## config.mk

```make
export PLATFORM = sky130hd
export DESIGN_NAME = regfile_decoded_sb
export DESIGN_NICKNAME = d
export VERILOG_FILES = /design/src/rtl/regfile_decoded_sb.sv
export SDC_FILE = /design/constraint.sdc
export NUM_CORES = 2
export LEC_CHECK = 0
export CAP_MARGIN = 10
export CORE_MARGIN = 5
export CORE_UTILIZATION = 28
export DETAILED_ROUTE_END_ITERATION = 8
export PLACE_DENSITY = 0.51
export SYNTH_ARGS = -nofsm -noshare
export SYNTH_HDL_FRONTEND = slang
export SYNTH_SLANG_ARGS = --single-unit
```

## constraint.sdc

```tcl
create_clock -name Clk -period 39.6 [get_ports Clk]
set_input_delay 7.92 -clock Clk [delete_from_list [all_inputs] [get_ports Clk]]
set_output_delay 7.92 -clock Clk [all_outputs]
set_load 0.1 [all_outputs]
```

## src/rtl/regfile_decoded_sb.sv

```systemverilog
// regfile_decoded_sb: register file with an internal one-hot write decoder
// and a busy-bit scoreboard for the pipeline hazard unit.
// Ports:
//   Clk, RST                 - rising-edge clock, asynchronous active-high reset
//   RdAdr1/2, RdData1/2      - two combinational read ports
//   WrEn, WrAdr, WrData      - single write port
//   ResvEn, ResvAdr, ClrAll  - reserve a register / flush all busy bits
//   Busy1/2                  - busy bits of the read addresses
//   BusyVec, BusyCnt         - registered busy bitmap and its population count
//   WrDec                    - registered one-hot of the last accepted write
// Optional macro REGFILE_WR_BYPASS_EN forwards same-cycle writes to the reads
// and to the busy outputs.
module regfile_decoded_sb #(
  parameter int ADDR_W   = 5,
  parameter int DATA_W   = 32,
  parameter int ZERO_REG = 1
) (
  input  logic                Clk,
  input  logic                RST,
  input  logic [ADDR_W-1:0]   RdAdr1,
  input  logic [ADDR_W-1:0]   RdAdr2,
  output logic [DATA_W-1:0]   RdData1,
  output logic [DATA_W-1:0]   RdData2,
  input  logic                WrEn,
  input  logic [ADDR_W-1:0]   WrAdr,
  input  logic [DATA_W-1:0]   WrData,
  input  logic                ResvEn,
  input  logic [ADDR_W-1:0]   ResvAdr,
  input  logic                ClrAll,
  output logic                Busy1,
  output logic                Busy2,
  output logic [(1<<ADDR_W)-1:0] BusyVec,
  output logic [ADDR_W:0]     BusyCnt,
  output logic [(1<<ADDR_W)-1:0] WrDec
);
  localparam int NREG = 1 << ADDR_W;
  logic [DATA_W-1:0] regs [NREG];
  logic [NREG-1:0] dec, busy_nxt;
  logic [ADDR_W:0] cnt;
  always_comb begin
    dec = '0;
    busy_nxt = '0;
    cnt = '0;
    for (int i = 0; i < NREG; i++) begin
      dec[i] = WrEn && WrAdr == ADDR_W'(i);
      busy_nxt[i] = ClrAll ? 1'b0 :
                    (ResvEn && ResvAdr == ADDR_W'(i)) ? 1'b1 :
                    (WrEn && WrAdr == ADDR_W'(i)) ? 1'b0 : BusyVec[i];
    end
    // register 0 is hard-wired: never written, never busy
    if (ZERO_REG != 0) begin
      dec[0] = 1'b0;
      busy_nxt[0] = 1'b0;
    end
    for (int i = 0; i < NREG; i++)
      cnt = cnt + {{ADDR_W{1'b0}}, busy_nxt[i]};
  end
  always_ff @(posedge Clk or posedge RST) begin
    if (RST) begin
      for (int i = 0; i < NREG; i++) regs[i] <= '0;
      BusyVec <= '0;
      BusyCnt <= '0;
      WrDec <= '0;
    end else begin
      for (int i = 0; i < NREG; i++) if (dec[i]) regs[i] <= WrData;
      BusyVec <= busy_nxt;
      BusyCnt <= cnt;
      WrDec <= dec;
    end
  end
`ifdef REGFILE_WR_BYPASS_EN
  logic byp1, byp2, keep1, keep2;
  always_comb begin
    byp1 = WrEn && RdAdr1 == WrAdr && !(ZERO_REG != 0 && WrAdr == '0);
    byp2 = WrEn && RdAdr2 == WrAdr && !(ZERO_REG != 0 && WrAdr == '0);
    // a same-cycle reservation or flush takes priority over the write's clear
    keep1 = ClrAll || (ResvEn && ResvAdr == RdAdr1);
    keep2 = ClrAll || (ResvEn && ResvAdr == RdAdr2);
    RdData1 = byp1 ? WrData : regs[RdAdr1];
    RdData2 = byp2 ? WrData : regs[RdAdr2];
    Busy1 = (byp1 && !keep1) ? 1'b0 : BusyVec[RdAdr1];
    Busy2 = (byp2 && !keep2) ? 1'b0 : BusyVec[RdAdr2];
  end
`else
  always_comb begin
    RdData1 = regs[RdAdr1];
    RdData2 = regs[RdAdr2];
    Busy1 = BusyVec[RdAdr1];
    Busy2 = BusyVec[RdAdr2];
  end
`endif
endmodule

```

Yosys cells after proc, flatten, opt, wreduce, memory -nomap -nowiden --
Cells that the tools add are included.
Word-level totals: input bits 57, logic and storage cells 297, register bits after elaboration 1060, output and inout port bits 136
Operators by class: order comparisons 4, bitwise gates (word level) 2, eq/ne operators 62, mux-type cells 103, reductions and logical operators 62, add/subtract/negate cells 30
Operators with widths (count):
- $bmux 32 s5 | 2
- $eq 5x5->1 const B | 32
- $add 6x1->6 | 25
- $mux 32 | 4
- $mux 1 | 95
- $eq 5x4->1 const B | 16
- $logic_and 1x1->1 | 62
- $eq 5x3->1 const B | 8
- $eq 5x2->1 const B | 4
- $ge 6x6->1 const B | 2
- $lt 5x6->1 const B | 2
- $not 5->6 | 2
- $bmux 1 s5 | 2
- $eq 5x1->1 const B | 2
- $add 5x1->6 | 1
- $add 4x1->5 | 1
- $add 3x1->4 | 1
- $add 2x1->3 | 1
- $add 1x1->2 | 1

Logic depth before layout (Yosys ltp) --
word-level depth 35, mapped depth 23, gate-level depth less buffers 20

Least setup slack after synthesis --
OpenSTA, ideal clock, no wires.
path type input-to-output, from input RdAdr1[2], to output RdData1[19], arrival time 11.218 ns, stages on the path 7, required time 31.680 ns, setup slack 20.462 ns, path through buf_4 buf_2 buf_2 inv_1 clkbuf_1 a211oi_1 o31ai_1
Between the ends: word-level cells in the longest chain between the ends 4
Ends and longest elaborated chain:
- start: declaration | line 20 | input logic [ADDR_W-1:0] RdAdr1,
- $not 5->6 (implied by the code) | line 86 | RdData1 = regs[RdAdr1];
- $bmux 32 s5 | line 86
- $mux 32 (implied by the code) (2 in series) | line 86
- end: declaration | line 22 | output logic [DATA_W-1:0] RdData1,
No other way between the ends. The select of a mux whose other input is x is not followed.

Worst setup path after layout --
from input RdAdr1[0], to output RdData1[4]
The elaborated chain is that of the path after synthesis.

==> flow_summary_export.csv <==
group,metric,value,unit
critical_path,crit_buf_inv,5,
clock_tree,ctsHoldBuffers,0,
grt,antenna_found_initial,17,
floorplan,rows,165,
grt,grtUsageTotal,18.4,%
floorplan,core-area,202000,um2
drt,viasPerCell,5.44,
placed_design,place.gp.congestion,0.778,
power,p_int,2.34,mW
worst_hold_path,hold_class,"reg -> reg",
clock_tree,post_cts_buffers,0,
timing,hold_viol,0,
critical_path,cp_slowest_cell,"clkdlybuf4s50_1",
power,peakVddDrop,0.0000395,V
final_layout,final_core_utilization,32.3,%
drt,detail_route.wl_per_cell,29.5,um
final_layout,multi_input_area,28500,um2
power,power_frac_seq,42.9,%
timing,whs,0.507,ns
grt,grt_start_max_net_pins,161,
critical_path,crit_required,31.68,ns
critical_path,r2r_slack,34.44,ns
final_layout,fin_cells,6678,
flow_run,maxCapViolCount,0,
floorplan,die_w,461,um
synth,syn-instance-count,3926,
drt,drc,0,
drt,totalWireLength,197,mm
grt,grt_pass1_wl,285,mm
power,fin_total_pwr,3.32,mW
timing,drv_slew,0,
final_layout,syn_to_final_growth,14.5,%
critical_path,endpoint_kind,"output port",
grt,grt_pass1_vias,38300,
timing,rsz0062_at_grt,"no",
critical_path,cp_max_fo,96,
critical_path,critical_path_class,"in -> out",
drt,drtAntennaViolNets,0,
clock_tree,clkLatencyLatePin,0.74,ns
synth,synth_enable_flop_cells,0,
placed_design,portBuffers,190,
floorplan,die_h,461,um
timing,worst_pin_slew,1.30,ns
placed_design,place_inst,6457,
timing,finalClockSkew,0.0112,ns
clock_tree,cts_tree,"done",
synth,synth.avg_cell_area,14.5,um2
power,p_comb_share,22.5,%
floorplan,num_io_pins,193,
clock_tree,clock_sinks,1060,
critical_path,cp_common_cell,"buf_4",
power,switching_share,29.6,%
timing,period_share,52.7,%
clock_tree,ctsResizeCount,0,
drt,drt_iter0_drc,2768,
power,power_frac_clock,34.6,%
final_layout,drive_gt1_share,44.0,%
critical_path,crit_chain,"buf_8 -> buf_4 -> buf_12 -> buf_4 -> mux4_2 -> mux2i_1 -> and2_1 -> o31ai_1 -> clkdlybuf4s50_1",
critical_path,critical_path.top_delay_family,"buffers and inverters",
drt,first_pass_iters,5,
critical_path,cp-start-kind,"input pin",
placed_design,dp_hpwl,111,mm
power,power.leakage,27.9,nW
synth,synth_ff_type,"dfrtp_1",
outcome,status,"complete, no violations",
timing,post-route-min-period,20.87,ns
clock_tree,cts-root-buf,"clkbuf_16",
clock_tree,clk_pin_slew,0.06,ns
floorplan,start_util,28.2,%
synth,async_reset_ff_share,100,%
final_layout,nets,3994,
clock_tree,clockBufferDepth,3,
power,power_density,50.9,nW/um2
synth,synth_cell_types,40,
drt,num_vias,36300,
synth,seq_area_frac_synth,46.5,%
power,net-switching-power,0.985,mW
final_layout,fill_cells,19900,
critical_path,crit_path_max_incr_delay,1.23,ns
critical_path,arrival,12.95,ns
grt,grt_overflow,0,
timing,fmax,47.9,MHz
floorplan,die_area,213000,um2
synth,synth_seq_cells,1060,
synth,mappedNetlistArea,57000,um2
synth,yosysWarningCount,0,
timing,setup_tns,0,ns
final_layout,register_area,26500,um2
clock_tree,htree_levels,3,
timing,slew_headroom,12.9,%
timing,finalSetupViolCount,0,
clock_tree,numCtsBuffers,118,
[layer usage]
layer / vias up / global-route usage, % / part of all wire [%]
met3: 344 / 3.32 / 5.9
met5: - / 0 / 0.051
met1: 19900 / 23.8 / 42
met4: 16 / 5.80 / 3.1
met2: 1079 / 31.1 / 49
li1: 15000 / - / -
[flip-flops by register name, indices dropped and copies added, names as in the netlist]
register  flops
BusyCnt       6
BusyVec      31
WrDec        31
regs        992
[path summary, 6_finish.rpt]
path / startpoint / to / cells after the start
max reg2reg: BusyVec[24] / BusyCnt[4] / 18
min reg2reg: regs[173] / regs[173] / 1
max: RdAdr1[0] / RdData1[4] / 9
min: regs[173] / regs[173] / 1
max in group asynchronous: RST / regs[589] / 6
min in group asynchronous: RST / regs[382] / 2
[cell usage in the layout (no fill, tap or decap), types with 6 or more instances in the layout]
cell type and instances:
buf_4 99, mux2_2 1015, bufinv_16 9, clkbuf_16 119, clkinv_2 19, clkbuf_1 26, dfrtp_1 1060, nand2b_1 8
nor2b_4 6, clkbuf_8 32, and2_1 67, nand2_4 7, fa_1 23, ha_1 7, a211oi_1 66, nor2_1 20
mux2_1 43, o21ai_0 11, a21o_1 18, o21ai_1 64, inv_1 41, nand2_1 29, a22oi_1 12, clkdlybuf4s50_1 174
diode_2 6, o22ai_1 66, mux4_2 396, o31ai_1 65, nor2_4 11, nand2_2 13, mux2i_1 198, a21oi_1 21
a22o_1 198
[Yosys cell counts, types with 7 or more instances]
| library cell | count | area (um2) |
|---|---|---|
| a21o_1 | 18 | 135 |
| mux4_2 | 396 | 8920 |
| o22ai_1 | 66 | 413 |
| o21ai_0 | 11 | 55.1 |
| dfrtp_1 | 1060 | 26500 |
| a211oi_1 | 66 | 495 |
| nand2b_1 | 11 | 68.8 |
| mux2_2 | 1015 | 11400 |
| and2_1 | 72 | 450 |
| ha_1 | 7 | 87.6 |
| o21ai_1 | 64 | 320 |
| mux2i_1 | 198 | 1980 |
| a21oi_1 | 21 | 105 |
| o31ai_1 | 66 | 495 |
| mux2_1 | 43 | 484 |
| nor2_1 | 28 | 105 |
| a22o_1 | 198 | 1730 |
| a22oi_1 | 12 | 90.1 |
| fa_1 | 23 | 460 |
| buf_1 | 10 | 37.5 |
| nand2_1 | 45 | 169 |
| clkbuf_1 | 196 | 736 |
| buf_6 | 16 | 180 |
| nor2b_1 | 11 | 68.8 |
| buf_4 | 42 | 315 |
| inv_1 | 44 | 165 |
| buf_2 | 162 | 811 |
[metrics by stage]
stage | instance area [um2] | setup WS, ns
floorplan | 57000 | 1.84
CTS | 65200 | 18.64
detailed placement | 61200 | 18.63
global placement | 61200 | 18.70
global route | 65300 | 18.39
finish | 65300 | 18.73
[power groups by stage]
stage	Combinational (mW)	Sequential, mW	Clock (mW)
6_report	0.748	1.43	1.15
5_1_grt	0.799	1.45	1.22
4_1_cts	0.754	1.42	1.18
3_5_place_dp	0.753	1.44	0
3_3_place_gp	0.742	1.43	0
2_1_floorplan	0.596	1.41	0
[cell families (layout without fill, tap and decap cells)]
group                    Yosys count  in the layout  synth area share (%)
AND/OR/NAND/NOR                  187            187                  1.78
buffers and inverters            470            543                  3.94
AO/OA/AOI/OAI                    523            523                  6.75
adder cells (fa/ha/maj)           30             30                 0.961
other                              1              8               0.00658
flip-flops                      1060           1060                  46.5
multiplexers                    1652           1652                  40.0
XOR/XNOR                           3              3                0.0461
[layout make-up]
type                       count  share of cell area (%)
multi-input combinational   2397                    43.6
sequential                  1060                    40.6
clock buffer                 177                    5.38
tap                         2672                    5.12
timing repair buffer         286                    4.17
clock inverter                36                   0.791
inverter                      44                   0.264
antenna                        6                  0.0230
Note: power is estimated with default switching activity, not from simulation.
